<file path="config.mk">
export PLATFORM = sky130hd
export DESIGN_NAME = slot_payout_judge_flat
export DESIGN_NICKNAME = d
export VERILOG_FILES = /design/src/rtl/slot_payout_judge_pkg.sv /design/src/rtl/slot_payout_judge_if.sv /design/src/rtl/slot_payout_judge_credit_counter.sv /design/src/rtl/slot_payout_judge.sv /design/src/flat_wrapper.sv
export SDC_FILE = /design/constraint.sdc
export NUM_CORES = 1
export LEC_CHECK = 0
export BUFFER_PORTS_ARGS = -buffer_cell sky130_fd_sc_hd__buf_2
export CAP_MARGIN = 30
export CORE_MARGIN = 5
export CORE_UTILIZATION = 59
export DETAILED_ROUTE_END_ITERATION = 12
export GPL_TIMING_DRIVEN = 0
export PLACE_DENSITY = 0.8
export SYNTH_ARGS = -nofsm -noshare
export SYNTH_HDL_FRONTEND = slang
export SYNTH_SLANG_ARGS = --single-unit
</file>
<file path="constraint.sdc">
create_clock -name clk -period 2.4 [get_ports clk]
set_input_delay 0.48 -clock clk [delete_from_list [all_inputs] [get_ports clk]]
set_output_delay 0.48 -clock clk [all_outputs]
set_load 0.01 [all_outputs]
</file>
<file path="src/rtl/slot_payout_judge_pkg.sv">
// Shared types for the slot payout judge: win classes, FSM states and BCD helpers.
package slot_pkg;

  typedef enum logic [1:0] {
    WIN_LOSS    = 2'd0,
    WIN_PAIR    = 2'd1,
    WIN_TRIPLE  = 2'd2,
    WIN_TRIPLE7 = 2'd3
  } win_t;

  typedef enum logic [2:0] {
    IDLE   = 3'd0,
    SPIN   = 3'd1,
    JUDGE  = 3'd2,
    PAYOUT = 3'd3,
    SHOW   = 3'd4
  } state_t;

  localparam logic [3:0] BCD_MAX    = 4'd9;
  localparam int         FLASH_HALF = 25;

  // Triple beats pair, and 7-7-7 beats a plain triple.
  function automatic win_t classify(input logic [3:0] a, input logic [3:0] b, input logic [3:0] c);
    if (a == b && b == c) return (a == 4'd7) ? WIN_TRIPLE7 : WIN_TRIPLE;
    if (a == b || b == c || a == c) return WIN_PAIR;
    return WIN_LOSS;
  endfunction

  function automatic logic [11:0] bin_to_bcd(input int value);
    return {4'((value / 100) % 10), 4'((value / 10) % 10), 4'(value % 10)};
  endfunction

endpackage

</file>
<file path="src/rtl/slot_payout_judge_if.sv">
// Reel inputs and credit/win display outputs of the payout judge.
interface slot_payout_judge_if;
  import slot_pkg::*;

  logic       tick;
  logic       mode;
  logic       carry3;
  logic [3:0] reel_bcd1;
  logic [3:0] reel_bcd2;
  logic [3:0] reel_bcd3;
  logic       spin_allow;
  logic [3:0] credit_bcd0;
  logic [3:0] credit_bcd1;
  logic [3:0] credit_bcd2;
  win_t       win_level;
  logic       win_flash;
  logic       busy;

  modport master (
    output tick, mode, carry3, reel_bcd1, reel_bcd2, reel_bcd3,
    input  spin_allow, credit_bcd0, credit_bcd1, credit_bcd2, win_level, win_flash, busy
  );

  modport slave (
    input  tick, mode, carry3, reel_bcd1, reel_bcd2, reel_bcd3,
    output spin_allow, credit_bcd0, credit_bcd1, credit_bcd2, win_level, win_flash, busy
  );

endinterface

</file>
<file path="src/rtl/slot_payout_judge_credit_counter.sv">
// Three-digit BCD up/down counter that saturates at 000 and 999.
module slot_credit_counter
  import slot_pkg::*;
(
  input  logic        clk,
  input  logic        load,
  input  logic [11:0] load_bcd,
  input  logic        inc,
  input  logic        dec,
  output logic [3:0]  bcd0,
  output logic [3:0]  bcd1,
  output logic [3:0]  bcd2,
  output logic        is_zero,
  output logic        is_max
);

  logic [3:0] digit_reg  [3];
  logic [3:0] digit_next [3];
  logic       chain;

  assign bcd0    = digit_reg[0];
  assign bcd1    = digit_reg[1];
  assign bcd2    = digit_reg[2];
  assign is_zero = (digit_reg[0] == 4'd0) && (digit_reg[1] == 4'd0) && (digit_reg[2] == 4'd0);
  assign is_max  = (digit_reg[0] == BCD_MAX) && (digit_reg[1] == BCD_MAX) && (digit_reg[2] == BCD_MAX);

  // chain is the carry on increment and the borrow on decrement.
  always_comb begin
    digit_next = digit_reg;
    chain      = 1'b0;
    if (inc && !is_max) begin
      chain = 1'b1;
      for (int i = 0; i < 3; i++) begin
        if (chain) begin
          if (digit_reg[i] == BCD_MAX) begin
            digit_next[i] = 4'd0;
          end else begin
            digit_next[i] = digit_reg[i] + 4'd1;
            chain         = 1'b0;
          end
        end
      end
    end else if (dec && !is_zero) begin
      chain = 1'b1;
      for (int i = 0; i < 3; i++) begin
        if (chain) begin
          if (digit_reg[i] == 4'd0) begin
            digit_next[i] = BCD_MAX;
          end else begin
            digit_next[i] = digit_reg[i] - 4'd1;
            chain         = 1'b0;
          end
        end
      end
    end
  end

  generate
    for (genvar gi = 0; gi < 3; gi++) begin : g_digit
      always_ff @(posedge clk) begin
        if (load) digit_reg[gi] <= load_bcd[gi*4 +: 4];
        else      digit_reg[gi] <= digit_next[gi];
      end
    end
  endgenerate

endmodule

</file>
<file path="src/rtl/slot_payout_judge.sv">
// Judges the stopped reels, charges one credit per spin and pays winnings one credit per tick.
module slot_payout_judge
  import slot_pkg::*;
#(
  parameter int INIT_CREDIT = 10,
  parameter int PAY_TRIPLE7 = 100,
  parameter int PAY_TRIPLE  = 30,
  parameter int PAY_PAIR    = 2,
  parameter int FLASH_TICKS = 50
) (
  input logic                clk,
  input logic                rst,
  slot_payout_judge_if.slave bus
);

  localparam logic [11:0] INIT_BCD = bin_to_bcd(INIT_CREDIT);

  state_t      state_reg, state_next;
  logic        mode_d_reg, carry_d_reg;
  logic [11:0] reels_reg, reels_next;
  win_t        win_reg, win_next;
  logic [6:0]  pay_reg, pay_next;
  logic [6:0]  show_cnt_reg, show_cnt_next;
  logic [4:0]  phase_reg, phase_next;
  logic        flash_reg, flash_next;
  logic        start, done, inc, dec, is_zero, is_max;
  win_t        judged;
  logic [6:0]  judged_pay;

  assign start  = bus.mode & ~mode_d_reg;
  assign done   = bus.carry3 & ~carry_d_reg & bus.mode;
  assign judged = classify(reels_reg[3:0], reels_reg[7:4], reels_reg[11:8]);

  always_comb begin
    case (judged)
      WIN_TRIPLE7: judged_pay = 7'(PAY_TRIPLE7);
      WIN_TRIPLE:  judged_pay = 7'(PAY_TRIPLE);
      WIN_PAIR:    judged_pay = 7'(PAY_PAIR);
      default:     judged_pay = 7'd0;
    endcase
  end

  slot_credit_counter u_credit (
    .clk      (clk),
    .load     (rst),
    .load_bcd (INIT_BCD),
    .inc      (inc),
    .dec      (dec),
    .bcd0     (bus.credit_bcd0),
    .bcd1     (bus.credit_bcd1),
    .bcd2     (bus.credit_bcd2),
    .is_zero  (is_zero),
    .is_max   (is_max)
  );

  always_comb begin
    state_next    = state_reg;
    reels_next    = reels_reg;
    win_next      = win_reg;
    pay_next      = pay_reg;
    show_cnt_next = '0;
    phase_next    = '0;
    flash_next    = 1'b0;
    inc           = 1'b0;
    dec           = 1'b0;
    case (state_reg)
      IDLE: begin
        // A start with no credit is tolerated: nothing is charged and nothing is judged.
        if (start && !is_zero) begin
          dec        = 1'b1;
          win_next   = WIN_LOSS;
          state_next = SPIN;
        end
      end
      SPIN: begin
        if (done) begin
          reels_next = {bus.reel_bcd3, bus.reel_bcd2, bus.reel_bcd1};
          state_next = JUDGE;
        end else if (!bus.mode) begin
          state_next = IDLE;
        end
      end
      JUDGE: begin
        win_next   = judged;
        pay_next   = judged_pay;
        state_next = (judged_pay != 7'd0) ? PAYOUT : SHOW;
      end
      PAYOUT: begin
        // Saturation is handled by the counter; the remaining payout still drains.
        if (pay_reg == 7'd0) begin
          state_next = SHOW;
        end else if (bus.tick) begin
          inc      = 1'b1;
          pay_next = pay_reg - 7'd1;
        end
      end
      SHOW: begin
        show_cnt_next = show_cnt_reg;
        phase_next    = phase_reg;
        flash_next    = flash_reg;
        if (bus.tick) begin
          if (show_cnt_reg == 7'(FLASH_TICKS - 1)) begin
            state_next    = IDLE;
            show_cnt_next = '0;
            phase_next    = '0;
            flash_next    = 1'b0;
          end else begin
            show_cnt_next = show_cnt_reg + 7'd1;
            if (phase_reg == 5'(FLASH_HALF - 1)) begin
              phase_next = '0;
              flash_next = flash_reg ^ (win_reg != WIN_LOSS);
            end else begin
              phase_next = phase_reg + 5'd1;
            end
          end
        end
      end
      default: state_next = IDLE;
    endcase
  end

  always_ff @(posedge clk) begin
    if (rst) begin
      state_reg    <= IDLE;
      mode_d_reg   <= 1'b0;
      carry_d_reg  <= 1'b0;
      reels_reg    <= '0;
      win_reg      <= WIN_LOSS;
      pay_reg      <= '0;
      show_cnt_reg <= '0;
      phase_reg    <= '0;
      flash_reg    <= 1'b0;
    end else begin
      state_reg    <= state_next;
      mode_d_reg   <= bus.mode;
      carry_d_reg  <= bus.carry3;
      reels_reg    <= reels_next;
      win_reg      <= win_next;
      pay_reg      <= pay_next;
      show_cnt_reg <= show_cnt_next;
      phase_reg    <= phase_next;
      flash_reg    <= flash_next;
    end
  end

  assign bus.spin_allow = (state_reg == IDLE) && !is_zero;
  assign bus.busy       = (state_reg != IDLE);
  assign bus.win_level  = win_reg;
  assign bus.win_flash  = flash_reg;

endmodule

</file>
<file path="src/flat_wrapper.sv">
// flat-port wrapper written by rule: the top's interface ports become plain ports
module slot_payout_judge_flat import slot_pkg::*;
#(
  parameter int INIT_CREDIT = 10,
  parameter int PAY_TRIPLE7 = 100,
  parameter int PAY_TRIPLE  = 30,
  parameter int PAY_PAIR    = 2,
  parameter int FLASH_TICKS = 50
)
  (clk, rst, bus_tick, bus_mode, bus_carry3, bus_reel_bcd1, bus_reel_bcd2, bus_reel_bcd3, bus_spin_allow, bus_credit_bcd0, bus_credit_bcd1, bus_credit_bcd2, bus_win_level, bus_win_flash, bus_busy);
  slot_payout_judge_if bus_i ();
  input logic clk;
  input logic rst;
  input wire logic [$bits(bus_i.tick)-1:0] bus_tick;
  input wire logic [$bits(bus_i.mode)-1:0] bus_mode;
  input wire logic [$bits(bus_i.carry3)-1:0] bus_carry3;
  input wire logic [$bits(bus_i.reel_bcd1)-1:0] bus_reel_bcd1;
  input wire logic [$bits(bus_i.reel_bcd2)-1:0] bus_reel_bcd2;
  input wire logic [$bits(bus_i.reel_bcd3)-1:0] bus_reel_bcd3;
  output wire logic [$bits(bus_i.spin_allow)-1:0] bus_spin_allow;
  output wire logic [$bits(bus_i.credit_bcd0)-1:0] bus_credit_bcd0;
  output wire logic [$bits(bus_i.credit_bcd1)-1:0] bus_credit_bcd1;
  output wire logic [$bits(bus_i.credit_bcd2)-1:0] bus_credit_bcd2;
  output wire logic [$bits(bus_i.win_level)-1:0] bus_win_level;
  output wire logic [$bits(bus_i.win_flash)-1:0] bus_win_flash;
  output wire logic [$bits(bus_i.busy)-1:0] bus_busy;
  assign bus_i.tick = bus_tick;
  assign bus_i.mode = bus_mode;
  assign bus_i.carry3 = bus_carry3;
  assign bus_i.reel_bcd1 = bus_reel_bcd1;
  assign bus_i.reel_bcd2 = bus_reel_bcd2;
  assign bus_i.reel_bcd3 = bus_reel_bcd3;
  assign bus_spin_allow = bus_i.spin_allow;
  assign bus_credit_bcd0 = bus_i.credit_bcd0;
  assign bus_credit_bcd1 = bus_i.credit_bcd1;
  assign bus_credit_bcd2 = bus_i.credit_bcd2;
  assign bus_win_level = bus_i.win_level;
  assign bus_win_flash = bus_i.win_flash;
  assign bus_busy = bus_i.busy;
  slot_payout_judge #(.INIT_CREDIT(INIT_CREDIT), .PAY_TRIPLE7(PAY_TRIPLE7), .PAY_TRIPLE(PAY_TRIPLE), .PAY_PAIR(PAY_PAIR), .FLASH_TICKS(FLASH_TICKS)) u_core (.clk(clk), .rst(rst), .bus(bus_i));
endmodule
</file>
==> metrics.cfg, run 1 <==
[cts]
clock-root-buffer=clkbuf_8
htreeDepth=2
clock_latency_ns=0.30
postCtsHoldBufs=0
cts_tree=built
cts_sinks=51
clk_pin_slew_ns=0.09
ctsLongestPathBuffers=2
cts_made_buffers=5

[cells_and_area]
fin_nets=431
antennaDiodeCount=0
finalInstanceArea_sq_um=3506
drive_gt1_share_pct=18.92
multiInputGateArea_sq_um=1951
mostFrequentLayoutCells=51 x nor2_1, 51 x dfxtp_1, 41 x buf_2
syn_to_final_growth_pct=12.89
largest_register_ffs=12
fillerInstances=431
seqCellArea_sq_um=1021

[power]
power_frac_seq_pct=39.1
vdd_ir_drop_max_v=0.0006158
p_switching_mw=0.8135
p_clk_share_pct=28.8
powerDensity_nw_per_um2=704.5
switching_share_pct=32.94
internal_power_mw=1.656
p_leak_nw=1.499
comb_power_share_pct=32.1

[sta]
max_slew_margin_pct=52.57
maxSlewViolCount=0
worstMarginPinSlew_ns=0.6935
fin_tns_setup_ns=0
timing.fmax_mhz=459.4
setup_violations=0
skew_ns=0.009550
hold_viol_final=0
fin_crit_ns=2.177
rsz0062_at_grt=false
period_share_pct=90.69

[synthesis]
synth_fp_nets=391
ys_warn_count=0
ys_seq_area_share_pct=32.88
synth.distinct_cells=73
synth-seq-cells=51
syn_area_sq_um=3105
ys_top_cells_by_area=dfxtp_1 33%, nor2_1 6.2%, xor2_1 5.6%, mux2i_1 4.5%, nand2_1 3.6%
postSynthCellCount=366
synth_ff_type=dfxtp_1
synth_top_area_share_pct=32.88
synth_top_area_cell=dfxtp_1
synth-edff-count=0
synthArstFlopShare_pct=0
syn_avg_cell_area_sq_um=8.485

[hold_path]
worstHoldStart=bus_reel_bcd2[2]
min_path_type=input pin to register

[grt]
grt_pass1_vias=2584
track_usage_pct=21.85
grt_use_met1_pct=28.42
grt_start_max_net_pins=16
grtUsageMet2_pct=38.14
grt_overflow=0
grt_first_pass_wirelength_um=11900
busiest_layer=met2
grtUsageMet3_pct=3.471
antenna_found_initial=0

[route]
totalWireLength_um=6872
vias_per_cell=5.901
drc=0
initialDrtViolationCount=196
via_count=2815
ant_nets=0
drt_pass1_iterations=4
post_drt_wl_per_cell_um=14.41

[floorplan]
dieArea_sq_um=6815
fp-row-count=26
coreArea_sq_um=5107
die_y_um=82.55
io-pin-count=34
die-width_um=82.55
start_util_pct=60.80

[worst_setup_path]
critPathRequiredTime_ns=1.92
worst-endpoint-arrival_ns=1.70
r2r_start=u_core.pay_reg[0]$_SDFFE_PP0P_
cp_max_fo=10
cp-start-kind=register
endpoint_kind=output pin
crit_type=register to output pin
startpoint=u_core.u_credit.bcd0[0]$_SDFFE_PP0P_

[job]
cap_violations=0

[placement]
place_congestion=0.9188
io_buffer_count=33
place_hpwl_um=5096
place_area_sq_um=3358

[status]
status=completed

==> worst max-delay path, cell delays in order, from the launching register on <==
cell and delay [ns]:
dfxtp_1 0.34, buf_6 0.14, nor4_2 0.46, and3_1 0.28, nor2_1 0.05, buf_2 0.13
==> routing by layer <==
layer  up-vias  routed length [um]
met5         -                   0
met4         0                  41
met3         5                 405
met2        81                3383
met1      1332                3041
li1       1397                   -
==> synthesized netlist by cell type (all sizes together) (8+ instances only) <==
master / number
a21oi: 21
buf: 11
dfxtp: 51
ha: 8
inv: 15
mux2i: 14
nand2: 30
nand3: 9
nand4: 9
nor2: 51
nor3: 12
o21ai: 16
xor2: 20
==> path summary, 6_finish.rpt <==
path / endpoint / slack [ns] / cells past startpoint
setup / recovery: bus_spin_allow / 0.22 / 5
hold / removal: u_core.reels_reg[6]$_SDFFE_PP0P_ / 0.40 / 3
setup reg to reg: u_core.u_credit.bcd2[0]$_SDFFE_PP0P_ / 0.23 / 7
hold reg to reg: u_core.pay_reg[1]$_SDFFE_PP0P_ / 0.48 / 2
==> power by group through the flow <==
stage / combinational [mW] / clock, mW / sequential (mW)
floorplan: 0.586 / 0 / 0.986
detailed placement: 0.779 / 0 / 0.982
CTS: 0.784 / 0.719 / 0.963
global route: 0.878 / 0.763 / 0.976
global placement: 0.763 / 0 / 0.979
finish: 0.793 / 0.710 / 0.966
==> logic make-up (layout without fill, tap and decap cells) <==
group | count (synthesis) | after routing | share of synthesized area [%]
muxes | 15 | 15 | 4.996
adders and majority gates | 8 | 8 | 3.223
AOI/OAI and AO/OA | 81 | 81 | 19.74
DFF | 51 | 51 | 32.88
buffers and inverters | 33 | 74 | 4.794
and+or+nand+nor | 151 | 151 | 26.75
xor gates and xnor gates | 27 | 27 | 7.615
==> cell type report <==
type / instances / share of cell area (%)
buffer: 18 / 2.641
clock buffer: 6 / 2.070
clock inverter: 2 / 1.713
inverter: 15 / 1.606
multi-input combinational: 282 / 55.64
sequential: 51 / 29.12
tap: 70 / 2.498
timing repair buffer: 33 / 4.711
==> timing repair <==
item                                    in CTS  in global routing
gates resized for setup                      0                  2
endpoints found under the setup margin       0                  2
setup buffers                                0                  0
endpoints found under the hold margin        0                  0
==> metrics by stage <==
| step | setup slack [ns] | util (%) | hold WS [ns] | total power [mW] | cells |
|---|---|---|---|---|---|
| 6_report | 0.2234 | 68.64 | 0.4040 | 2.470 | 477 |
| 5_1_grt | 0.001183 | 68.64 | 0.4023 | 2.617 | 477 |
| 4_1_cts | 0.1390 | 68.35 | 0.4017 | 2.466 | 477 |
| 3_5_place_dp | 0.2538 | 65.75 | 0.4675 | 1.761 | 469 |
| 3_3_place_gp | 0.2874 | 65.75 | 0.4626 | 1.742 | 469 |
| 2_1_floorplan | 0.5036 | - | 0.4450 | 1.572 | 366 |
Power figures use the tool's default switching activity.
==> run 2, diff against run 1 <==
--- a/config.mk
+++ b/config.mk
@@ -10,6 +10,6 @@
 export CORE_MARGIN = 5
-export CORE_UTILIZATION = 59
+export CORE_UTILIZATION = 63
 export DETAILED_ROUTE_END_ITERATION = 12
 export GPL_TIMING_DRIVEN = 0
-export PLACE_DENSITY = 0.8
+export PLACE_DENSITY = 0.85
 export SYNTH_ARGS = -nofsm -noshare
==> constraint.sdc (replaced) <==
create_clock -name clk -period 2.6 [get_ports clk]
set_input_delay 0.52 -clock clk [delete_from_list [all_inputs] [get_ports clk]]
set_output_delay 0.52 -clock clk [all_outputs]
set_load 0.005 [all_outputs]
==> metrics.cfg, run 2 (synthesis gave the netlist of run 1 again) <==
[cts]
postCtsHoldBufs=0  ; unchanged
clk_pin_slew_ns=0.10  ; about the same
clock_latency_ns=0.31  ; about the same
cts_setup_buffers=0  ; unchanged
cts_sinks=51  ; unchanged
cts_made_buffers=5  ; unchanged
ctsLongestPathBuffers=2  ; unchanged
htreeDepth=2  ; unchanged
clock-root-buffer=clkbuf_8
post_cts_resized=0  ; unchanged
cts_tree=built

[floorplan]
start_util_pct=65.32  ; +4.5 points
fp-row-count=25  ; -3.8%
die_y_um=80.21  ; -2.8%
coreArea_sq_um=4755  ; -6.9%
die-width_um=80.21  ; -2.8%
io-pin-count=34  ; unchanged
dieArea_sq_um=6434  ; -5.6%

[route]
drt_pass1_iterations=5  ; +1
drc=0  ; unchanged
via_count=2796  ; -0.67%
initialDrtViolationCount=213  ; +8.7%
vias_per_cell=5.899  ; about the same
post_drt_wl_per_cell_um=14.53  ; +0.87%
ant_nets=0  ; unchanged
totalWireLength_um=6888  ; +0.23%

[cells_and_area]
drive_gt1_share_pct=18.92  ; unchanged
largest_register_ffs=12  ; unchanged
mostFrequentLayoutCells=51 x nor2_1, 51 x dfxtp_1, 41 x buf_2
syn_to_final_growth_pct=11.16
post-route-util_pct=72.61  ; +4.0 points
fin_nets=431  ; unchanged
fillerInstances=388  ; -10%
antennaDiodeCount=0  ; unchanged
multiInputGateArea_sq_um=1936  ; -0.77%
finalInstanceArea_sq_um=3452  ; -1.5%
seqCellArea_sq_um=1021  ; unchanged

[grt]
antenna_found_initial=0  ; unchanged
grt_first_pass_wirelength_um=11830  ; -0.52%
grt_start_max_net_pins=19  ; +3
grt_overflow=0  ; unchanged
track_usage_pct=22.77  ; +0.92 points
grt_pass1_vias=2627  ; +1.7%

[sta]
worstMarginPinSlew_ns=0.7133  ; +0.01975 ns
hold_viol_final=0  ; unchanged
setup_violations=0  ; unchanged
maxSlewViolCount=0  ; unchanged
max_slew_margin_pct=51.22  ; -1.4 points
rsz0062_at_grt=false
fin_crit_ns=2.287
skew_ns=0.009218  ; -0.0003318 ns
fin_tns_setup_ns=0  ; unchanged
period_share_pct=87.97
timing.fmax_mhz=437.2

[power]
vdd_ir_drop_max_v=0.0003533  ; -43%
power.total_mw=2.088  ; -15%
p_leak_nw=1.482  ; -1.2%
powerDensity_nw_per_um2=604.8  ; -14%

[worst_setup_path]
cp_common_cell=buf_2
slowest_delay_ns=0.52  ; +0.06 ns
timing.critical_path.cells=buf_2 -> nor4_2 -> and3_1 -> nor2_1 -> buf_2
crit_slowest_cell=nor4_2
critPathRequiredTime_ns=2.08  ; +0.16 ns
cp_max_fo=9  ; -1
cp-start-kind=register
endpoint_kind=output pin
worst-endpoint-arrival_ns=1.77  ; +0.07 ns
crit_type=register to output pin

[hold_path]
min_path_type=input pin to register

[status]
status=completed

[job]
cap_violations=0  ; unchanged

[placement]
place_congestion=0.8990  ; -2.2%
place_area_sq_um=3354  ; -0.11%
io_buffer_count=33  ; unchanged
place_hpwl_um=5063  ; -0.64%

-- run 2: power by group --
part           internal [mW]  switching [mW]
logic                  0.303           0.402
registers              0.834          0.0560
clock network          0.200           0.293
-- run 2: area by class of cell --
| class | count | area share (%) |
|---|---|---|
| Buffer | 18 | 2.682 |
| Clock buffer | 5 | 1.993 |
| Clock inverter | 3 | 0.8336 |
| Inverter | 15 | 1.631 |
| Multi-Input combinational cell | 282 | 56.07 |
| Sequential cell | 51 | 29.58 |
| Tap cell | 67 | 2.428 |
| Timing Repair Buffer | 33 | 4.784 |
-- run 2: per-layer routing --
metal	global-route usage [%]	part of all wire [%]	vias to the layer above	routed length, um
li1	-	-	1389	-
met1	28.41	45	1316	3085
met2	38.41	49	85	3360
met3	5.157	5.6	6	386
met4	7.770	0.80	0	55
met5	0	0	-	0
-- run 2: critical path: cells and delay by family, from the launching register on --
| family | cells | cell delay, ns |
|---|---|---|
| AND/OR/NAND/NOR | 3 | 0.85 |
| flip-flops | 1 | 0.32 |
| buffers and inverters | 2 | 0.29 |
-- run 2: final timing paths --
path | startpoint | end | slack (ns) | cells after the start
worst min-delay path | bus_reel_bcd3[2] | u_core.reels_reg[10]$_SDFFE_PP0P_ | 0.44 | 3
worst max-delay path | u_core.u_credit.bcd1[2]$_SDFFE_PP0P_ | bus_spin_allow | 0.31 | 5
worst max register to register | u_core.reels_reg[5]$_SDFFE_PP0P_ | u_core.pay_reg[6]$_SDFFE_PP0P_ | 0.35 | 10
worst min register to register | u_core.pay_reg[1]$_SDFFE_PP0P_ | u_core.pay_reg[1]$_SDFFE_PP0P_ | 0.48 | 2
-- run 2: through the flow --
step,cells,hold slack (ns),worst slack (ns)
after floorplan,366,0.4450,0.7036
after global placement,466,0.4601,0.5003
after detailed placement,466,0.4652,0.3930
after CTS,474,0.4341,0.3518
after global routing,474,0.4397,0.1770
final,474,0.4389,0.3128
==> run 3, diff against run 2 <==
- CORE_UTILIZATION: 63 -> 53
- PLACE_DENSITY: 0.85 -> 0.76
- clock period: 2.6 -> 1.8 ns (I/O delays scaled with it)
==> metrics.cfg, run 3 (synthesis gave the netlist of run 1 again) <==
[sta]
whs_ns=0.2767  ; -0.1621 ns
period_share_pct=108.3
rsz0062_at_grt=true
timing.fmax_mhz=512.8
setup_slack_ns=-0.1501  ; -0.4628 ns
worstMarginPinSlew_ns=0.5941  ; -0.1192 ns
hold_viol_final=0  ; unchanged
max_slew_margin_pct=60.39  ; +9.2 points
setup_violations=14  ; +14
fin_crit_ns=1.950
maxSlewViolCount=0  ; unchanged
skew_ns=0.01769  ; +0.008469 ns

[job]
cap_violations=0  ; unchanged

[hold_path]
min_path_type=input pin to register

[worst_setup_path]
r2r_slack_ns=-0.13  ; -0.48 ns
cp-start-kind=register
crit_slowest_cell=nor4_4
startpoint=u_core.u_credit.bcd1[2]$_SDFFE_PP0P_
cp_max_fo=4  ; -5
critPathCapture=bus_spin_allow
slowest_delay_ns=0.38  ; -0.14 ns
worst-endpoint-arrival_ns=1.59  ; -0.18 ns
r2r_start=u_core.u_credit.bcd1[2]$_SDFFE_PP0P_
critPathRequiredTime_ns=1.44  ; -0.64 ns
crit_type=register to output pin
ff2ff_path_depth=7  ; -3
r2r-end=u_core.u_credit.bcd2[0]$_SDFFE_PP0P_
timing.critical_path.cells=buf_6 -> nor4_4 -> and3_1 -> nor2_1 -> buf_2
endpoint_kind=output pin

[cells_and_area]
finalInstanceArea_sq_um=4064  ; +18%
largest_register_ffs=12  ; unchanged
layout.cells.non_filler=511  ; +7.8%
syn_to_final_growth_pct=30.86
final_common_cell=nor2_1
mostFrequentLayoutCells=48 x nor2_1, 36 x buf_2, 36 x dfxtp_1
seqCellArea_sq_um=1045  ; +2.3%
drive_gt1_share_pct=37.59  ; +19 points
multiInputGateArea_sq_um=2208  ; +14%
fillerInstances=396  ; +2.1%
fin_nets=463  ; +7.4%
antennaDiodeCount=0  ; unchanged

[route]
drc=0  ; unchanged
ant_nets=0  ; unchanged
via_count=3063  ; +9.5%
drt_pass1_iterations=5  ; unchanged
vias_per_cell=5.994  ; +1.6%
totalWireLength_um=8467  ; +23%
initialDrtViolationCount=206  ; -3.3%
post_drt_wl_per_cell_um=16.57  ; +14%

[cts]
clock-root-buffer=clkbuf_8
clock_latency_ns=0.32  ; about the same
cts_sinks=51  ; unchanged
ctsLongestPathBuffers=2  ; unchanged
cts_tree=built
cts_made_buffers=5  ; unchanged
postCtsHoldBufs=0  ; unchanged
htreeDepth=2  ; unchanged
clk_pin_slew_ns=0.11  ; about the same

[power]
power.total_mw=3.486  ; +67%
vdd_ir_drop_max_v=0.0005469  ; +55%
p_leak_nw=1.698  ; +15%
powerDensity_nw_per_um2=857.9  ; +42%

[floorplan]
io-pin-count=34  ; unchanged
fp-row-count=27  ; +8.0%
start_util_pct=55.38  ; -9.9 points
die-width_um=86.55  ; +7.9%
die_y_um=86.55  ; +7.9%
dieArea_sq_um=7490  ; +16%
coreArea_sq_um=5608  ; +18%

[grt]
grtUsageMet3_pct=3.612  ; -1.5 points
grt_use_met1_pct=27.16  ; -1.3 points
grt_first_pass_wirelength_um=12640  ; +6.8%
grt_pass1_vias=2757  ; +4.9%
grt_overflow=0  ; unchanged
busiest_layer=met2
track_usage_pct=20.75  ; -2.0 points
grt_start_max_net_pins=17  ; -2
grtUsageMet2_pct=35.12  ; -3.3 points
antenna_found_initial=0  ; unchanged

[placement]
place_area_sq_um=3386  ; +0.93%
place_hpwl_um=5098  ; +0.69%
place_congestion=0.9173  ; +2.0%
io_buffer_count=33  ; unchanged
dpl.cell_count=471  ; +1.1%

[status]
violations=negative setup slack
status=finished with violations

-- run 3: cell types whose count changed in the layout (fill, tap and decap cells not counted), moves of 4 or more --
cell	change
buf_4	+24
dfxtp_2	+13
buf_2	-5
buf_6	+8
dfxtp_1	-15
a21oi_1	-4
-- run 3: per-stage QoR --
step	setup slack (ns)	utilization, %	setup TNS (ns)
floorplan	0.009525	-	0
global placement	-0.2200	60.37	-1.458
finish	-0.1501	72.47	-0.7614
CTS	-0.08360	67.92	-0.1508
global route	-0.1995	72.47	-2.047
detailed placement	-0.1833	60.37	-1.706
-- run 3: final cells by class --
class,count,area share [%]
Buffer,17,2.586
Clock buffer,6,2.032
Clock inverter,2,0.4002
Inverter,15,1.385
Multi-Input combinational cell,282,54.34
Sequential cell,51,25.71
Tap cell,72,2.217
Timing Repair Buffer,66,11.33
-- run 3: how the worst min path moves through the flow --
stage,start,cells after the start,endpoint,slack (ns)
6_report,bus_reel_bcd1[1],3,u_core.reels_reg[1]$_SDFFE_PP0P_,0.28
5_1_grt,bus_carry3,3,u_core.carry_d_reg$_SDFF_PP0_,0.29
4_1_cts,bus_reel_bcd3[1],3,u_core.reels_reg[9]$_SDFFE_PP0P_,0.27
3_5_place_dp,u_core.pay_reg[1]$_SDFFE_PP0P_,2,u_core.pay_reg[1]$_SDFFE_PP0P_,0.49
3_3_place_gp,u_core.pay_reg[1]$_SDFFE_PP0P_,2,u_core.pay_reg[1]$_SDFFE_PP0P_,0.46
2_1_floorplan,u_core.pay_reg[1]$_SDFFE_PP0P_,2,u_core.pay_reg[1]$_SDFFE_PP0P_,0.45
-- run 3: worst max-delay path: cells and delay by family, from the launching register on --
family                 cells  cell delay (ns)
and+or+nand+nor            3             0.69
DFF                        1             0.34
buffers and inverters      2             0.24
-- run 3: report_power, final --
group	switching [mW]	internal, mW
logic	0.727	0.683
clock network	0.422	0.315
registers	0.127	1.21
total	1.28	2.21
-- run 3: per-layer routing --
metal | routed length (um) | vias up | share of wire (%)
met2 | 4217 | 109 | 50
met1 | 3652 | 1481 | 43
met4 | 170 | 0 | 2.0
met3 | 426 | 19 | 5.0
met5 | 0 | - | 0
li1 | - | 1454 | -
-- run 3: timing repair --
item,4_1_cts,5_1_grt
pin swaps,22,22
resized for setup,31,55
endpoints found under the setup margin,20,36
cloned,0,1
buffers inserted,25,7
